File: src/rtl/digit_entry.sv
`default_nettype none
// ============================================================================
// Module   : digit_entry
// Purpose  : Pushbutton conditioning (sync, debounce, rising-edge pulse) and
//            4-digit BCD entry state machine feeding a multiplexed display
//            driver with mode, selected digit and active-low segment patterns.
// Revision : 1.0  initial release
// ============================================================================
module digit_entry #(
    parameter int DEBOUNCE_CYCLES = 500000
) (
    input  logic        clk,
    input  logic        rst,
    input  logic        btn_edit,
    input  logic        btn_mem,
    input  logic        btn_sel,
    input  logic        btn_inc,
    input  logic        btn_dec,
    output logic [1:0]  mode,
    output logic [1:0]  digit,
    output logic [15:0] value,
    output logic [15:0] mem_value,
    output logic        commit,
    output logic [7:0]  digit0_display,
    output logic [7:0]  digit1_display,
    output logic [7:0]  digit2_display,
    output logic [7:0]  digit3_display
);

    localparam int CNT_W = (DEBOUNCE_CYCLES > 2) ? $clog2(DEBOUNCE_CYCLES) : 1;
    localparam logic [CNT_W-1:0] CNT_LAST = CNT_W'(DEBOUNCE_CYCLES - 1);

    typedef enum logic [1:0] {
        MODE_NORMAL = 2'd0,
        MODE_EDIT   = 2'd1,
        MODE_MEMORY = 2'd2
    } mode_t;

    // Bit order: 0=edit 1=mem 2=sel 3=inc 4=dec
    logic [4:0] btn_raw;
    logic [4:0] btn_pulse;

    assign btn_raw = {btn_dec, btn_inc, btn_sel, btn_mem, btn_edit};

    generate
        for (genvar i = 0; i < 5; i++) begin : g_btn
            logic             sync1_q;
            logic             sync2_q;
            logic             level_q;
            logic             level_d;
            logic             level_prev_q;
            logic [CNT_W-1:0] cnt_q;
            logic [CNT_W-1:0] cnt_d;

            // Accept a new level only after it has differed from the current one long enough
            always_comb begin
                level_d = level_q;
                cnt_d   = '0;
                if (sync2_q != level_q) begin
                    if (cnt_q == CNT_LAST) begin
                        level_d = sync2_q;
                    end else begin
                        cnt_d = cnt_q + CNT_W'(1);
                    end
                end
            end

            // Synchroniser, debounce state and previous level for edge detection
            always_ff @(posedge clk or posedge rst) begin
                if (rst) begin
                    sync1_q      <= 1'b0;
                    sync2_q      <= 1'b0;
                    level_q      <= 1'b0;
                    level_prev_q <= 1'b0;
                    cnt_q        <= '0;
                end else begin
                    sync1_q      <= btn_raw[i];
                    sync2_q      <= sync1_q;
                    level_q      <= level_d;
                    level_prev_q <= level_q;
                    cnt_q        <= cnt_d;
                end
            end

            // Press edge only; release is ignored
            assign btn_pulse[i] = level_q & ~level_prev_q;
        end
    endgenerate

    mode_t       state_q, state_d;
    logic [1:0]  digit_q, digit_d;
    logic [15:0] value_q, value_d;
    logic [15:0] snapshot_q, snapshot_d;
    logic [15:0] mem_q, mem_d;
    logic        commit_q, commit_d;
    logic [3:0]  nib;

    // Entry state machine: one action per cycle, edit > mem > sel > inc > dec
    always_comb begin
        state_d    = state_q;
        digit_d    = digit_q;
        value_d    = value_q;
        snapshot_d = snapshot_q;
        mem_d      = mem_q;
        commit_d   = 1'b0;
        nib        = value_q[{digit_q, 2'b00} +: 4];
        case (state_q)
            MODE_NORMAL: begin
                if (btn_pulse[0]) begin
                    state_d    = MODE_EDIT;
                    digit_d    = 2'd0;
                    snapshot_d = value_q;
                end else if (btn_pulse[1]) begin
                    state_d = MODE_MEMORY;
                end
            end
            MODE_EDIT: begin
                if (btn_pulse[0]) begin
                    mem_d    = value_q;
                    commit_d = 1'b1;
                    state_d  = MODE_NORMAL;
                    digit_d  = 2'd0;
                end else if (btn_pulse[1]) begin
                    value_d = snapshot_q;
                    state_d = MODE_NORMAL;
                    digit_d = 2'd0;
                end else if (btn_pulse[2]) begin
                    digit_d = digit_q + 2'd1;
                end else if (btn_pulse[3]) begin
                    value_d[{digit_q, 2'b00} +: 4] = (nib >= 4'd9) ? 4'd0 : nib + 4'd1;
                end else if (btn_pulse[4]) begin
                    value_d[{digit_q, 2'b00} +: 4] = (nib == 4'd0) ? 4'd9 : nib - 4'd1;
                end
            end
            MODE_MEMORY: begin
                if (btn_pulse[0] || btn_pulse[1]) begin
                    state_d = MODE_NORMAL;
                end
            end
            default: begin
                state_d = MODE_NORMAL;
            end
        endcase
    end

    // State machine registers
    always_ff @(posedge clk or posedge rst) begin
        if (rst) begin
            state_q    <= MODE_NORMAL;
            digit_q    <= 2'd0;
            value_q    <= 16'h0000;
            snapshot_q <= 16'h0000;
            mem_q      <= 16'h0000;
            commit_q   <= 1'b0;
        end else begin
            state_q    <= state_d;
            digit_q    <= digit_d;
            value_q    <= value_d;
            snapshot_q <= snapshot_d;
            mem_q      <= mem_d;
            commit_q   <= commit_d;
        end
    end

    // Active-low seven-segment pattern, dp off; non-BCD nibbles blank
    function automatic logic [7:0] seg7(input logic [3:0] n);
        case (n)
            4'd0:    seg7 = 8'hC0;
            4'd1:    seg7 = 8'hF9;
            4'd2:    seg7 = 8'hA4;
            4'd3:    seg7 = 8'hB0;
            4'd4:    seg7 = 8'h99;
            4'd5:    seg7 = 8'h92;
            4'd6:    seg7 = 8'h82;
            4'd7:    seg7 = 8'hF8;
            4'd8:    seg7 = 8'h80;
            4'd9:    seg7 = 8'h90;
            default: seg7 = 8'hFF;
        endcase
    endfunction

    logic [15:0] disp_src;
    logic [7:0]  disp_d [4];
    logic [7:0]  disp_q [4];

    // Memory mode shows the saved value, every other mode the working value
    always_comb begin
        disp_src = (state_q == MODE_MEMORY) ? mem_q : value_q;
        for (int i = 0; i < 4; i++) begin
            disp_d[i] = seg7(disp_src[i*4 +: 4]);
        end
    end

    // Registered segment outputs
    always_ff @(posedge clk or posedge rst) begin
        if (rst) begin
            for (int i = 0; i < 4; i++) begin
                disp_q[i] <= 8'hC0;
            end
        end else begin
            for (int i = 0; i < 4; i++) begin
                disp_q[i] <= disp_d[i];
            end
        end
    end

    assign mode           = state_q;
    assign digit          = digit_q;
    assign value          = value_q;
    assign mem_value      = mem_q;
    assign commit         = commit_q;
    assign digit0_display = disp_q[0];
    assign digit1_display = disp_q[1];
    assign digit2_display = disp_q[2];
    assign digit3_display = disp_q[3];

endmodule
`default_nettype wire

File: config.mk
export PLATFORM = sky130hd
export DESIGN_NAME = digit_entry
export DESIGN_NICKNAME = d
export VERILOG_FILES = /design/src/rtl/digit_entry.sv
export SDC_FILE = /design/constraint.sdc
export NUM_CORES = 1
export LEC_CHECK = 0
export ABC_AREA = 1
export ABC_CLOCK_PERIOD_IN_PS = 14300
export CORE_AREA = 5 5 154 156
export DETAILED_ROUTE_END_ITERATION = 10
export DIE_AREA = 0 0 159 161
export GPL_TIMING_DRIVEN = 0
export HOLD_SLACK_MARGIN = 0.05
export PLACE_DENSITY = 0.64
export SLEW_MARGIN = 25
export SYNTH_ARGS = -nofsm -noshare
export SYNTH_HDL_FRONTEND = slang
export SYNTH_SLANG_ARGS = --single-unit
File: constraint.sdc
create_clock -name clk -period 14.3 [get_ports clk]
set_input_delay 1.43 -clock clk [delete_from_list [all_inputs] [get_ports clk]]
set_output_delay 1.43 -clock clk [all_outputs]
set_load 0.01 [all_outputs]
==> results.json <==
{
  "synthAdderAreaFrac_pct": 4.20,
  "path_buf_inv": 1,
  "grt_max_degree": 92,
  "powerDensity_nw_per_um2": 93.1,
  "cts_tree": "yes",
  "status": "complete, no violations",
  "numClockSinks": 196,
  "path_clk_slew_ps": 70,
  "first_pass_iters": 5,
  "hold_buffers": 0,
  "ys.flop_type": "dfrtp_1",
  "max-slew-margin-rel_pct": 52.5,
  "yosysTopAreaCell": "dfrtp_1",
  "syn_avg_cell_area_um2": 8.56,
  "critPathSlowestCell": "clkdlybuf4s50_1",
  "layout_commonest_cell": "nand2_1",
  "maxSlewViolCount": 0,
  "seq_area_um2": 4910,
  "finalCritPeriodShare_pct": 21.3,
  "tightest_slew_ps": 705,
  "grt_pass1_wl_mm": 35.7,
  "htreeDepth": 4,
  "antenna_cells": 0,
  "required_ps": 12870,
  "synth_edf_count": 0,
  "p_leak_nw": 5.51,
  "syn_inst": 1149,
  "synth_area_leaders": "dfrtp_1 (49%), nand2_1 (8.7%), inv_1 (5.8%)",
  "cts_setup_buffers": 0,
  "finalNetCount": 1284,
  "synthDistinctLibCells": 46,
  "grt_pass1_vias": 7477,
  "critPathTopFamily": "buffers and inverters",
  "io_pins": 76,
  "synth.mux.area_fraction_pct": 0.572,
  "clock_latency_ps": 430,
  "avgViaCountPerCell": 4.96,
  "root_buffer": "clkbuf_16",
  "yosysSeqAreaShare_pct": 49.9,
  "max_freq_mhz": 328,
  "start_util_pct": 44.3,
  "multi_input_area_um2": 4250,
  "drc": 0,
  "hpwlAfterDp_mm": 15.3,
  "crit_chain": "clkdlybuf4s50_1",
  "n_fill_cell": 2076,
  "finalSetupTns_ps": 0,
  "cp-end-kind": "primary output",
  "ys_seq_elements": 196,
  "gr-total-overflow": 0,
  "final_cell_mix": "nand2_1 (229), dfrtp_1 (192), inv_1 (150)",
  "ys_warn_count": 0,
  "utilization_pct": 52.1,
  "gp_congestion": 0.897,
  "syn_to_final_growth_pct": 17.8,
  "maxCapViolCount": 0,
  "fin_skew_ps": 9.08,
  "r2r_slack_ps": 11850,
  "critical_path_class": "reg2out",
  "hold_violations": 0,
  "drive_above_1_share_pct": 9.71,
  "fp.dieW_um": 159,
  "wirelength_mm": 20.7,
  "finalSetupViolations": 0,
  "grt_antenna_before_repair": 0,
  "min_period_ps": 3050,
  "slowest_delay_ps": 620,
  "num_rows": 55,
  "die-area_um2": 25600,
  "synth-compound-area-share_pct": 11.2,
  "critPathMaxFanout": 10,
  "ctsResizeCount": 0,
  "synth_area_um2": 9840,
  "peakVddDrop_uv": 64.1,
  "clk_path_buf_depth": 2,
  "async_flop_share_pct": 100,
  "post_drt_wl_per_cell_um": 13.4,
  "core-area_um2": 22200,
  "crit_path_start_kind": "register",
  "hold_path_class": "reg2reg",
  "via_count": 7655,
  "port-buffer-count": 71,
  "antenna_left": 0,
  "yosysTopAreaCellShare_pct": 48.8,
  "rsz0062_at_grt": "no",
  "arrival_ps": 1620,
  "drtIter0Drc": 462,
  "synth-xor-area-share_pct": 2.67,
  "cts_buffers": 17,
  "die_height_um": 161,
  "synth-simple-area-share_pct": 24.3,
  "grtUsageTotal_pct": 16.6,
  "synth_top_family_by_area": "simple AND/OR/NAND/NOR gates"
}
[final timing paths]
kind / from / end / depth (start not counted)
min in group asynchronous: rst / g_btn[2].cnt_q[14]$_DFF_PP0_ / 2
min reg2reg: g_btn[1].sync1_q$_DFF_PP0_ / g_btn[1].sync2_q$_DFF_PP0_ / 0
max in group asynchronous: rst / g_btn[1].cnt_q[17]$_DFF_PP0_ / 3
max reg2reg: mode[0]$_DFFE_PP0P_ / digit0_display[3]$_DFF_PP0_ / 9
max: digit[1]$_DFFE_PP0P_ / digit[1] / 1
min: g_btn[1].sync1_q$_DFF_PP0_ / g_btn[1].sync2_q$_DFF_PP0_ / 0
[logic make-up (layout without fill, tap and decap cells)]
kind of cell               count (synthesis)  in the layout
muxes                                      5              5
buffers and inverters                    176            281
and+or+nand+nor                          505            505
adders and majority gates                 33             33
AOI/OAI and AO/OA                        203            203
other                                      1              4
xor gates and xnor gates                  30             30
DFF                                      196            196
[through the flow]
step	cells	worst slack (ps)	power [mW]	hold slack, ps	instance area (um2)
detailed placement	1510	11660	0.603	338	11000
CTS	1542	11190	1.09	354	11600
global route	1542	11170	1.12	356	11600
finish	1542	11250	1.08	351	11600
floorplan	1152	7540	0.592	331	9850
global placement	1508	4900	0.601	334	10900
[metal layers]
metal / vias to the layer above / GRT usage (%) / share of wire [%]
met2: 141 / 26.7 / 46
met5: - / 0 / 0
met4: 0 / 4.30 / 1.2
li1: 3904 / - / -
met3: 14 / 3.73 / 4.4
met1: 3596 / 22.9 / 49
[synth_stat cells (all sizes together), types with 13 or more instances]
library cell	number
xor2	25
ha	33
dfrtp	192
a21oi	59
nand2	240
nor3	16
inv	158
nand3	59
o21ai	117
nand4	22
nor2	138
nor4	13
[sequential cells by signal, indices dropped and copies added (netlist names), 5 cells and up]
register,flops
digit2_display,7
g_btn.level_q,5
g_btn.sync1_q,5
snapshot_q,16
value,16
digit3_display,7
digit1_display,7
g_btn.sync2_q,5
digit0_display,7
mem_value,16
g_btn.level_prev_q,5
g_btn.cnt_q,95
[power breakdown]
part / total [mW] / internal, mW / switching, mW
clock: 0.488 / 0.268 / 0.220
combinational: 0.0287 / 0.00812 / 0.0206
sequential: 0.562 / 0.559 / 0.00337
total: 1.08 / 0.835 / 0.243
[final cells by class]
type,count,area share (%)
Multi-Input combinational cell,780,36.6
Clock inverter,14,1.44
Inverter,158,5.18
Clock buffer,18,3.79
Buffer,18,0.875
Timing Repair Buffer,73,6.61
Sequential cell,196,42.4
Tap cell,285,3.08
No activity file was read; power rests on OpenSTA's default activity.
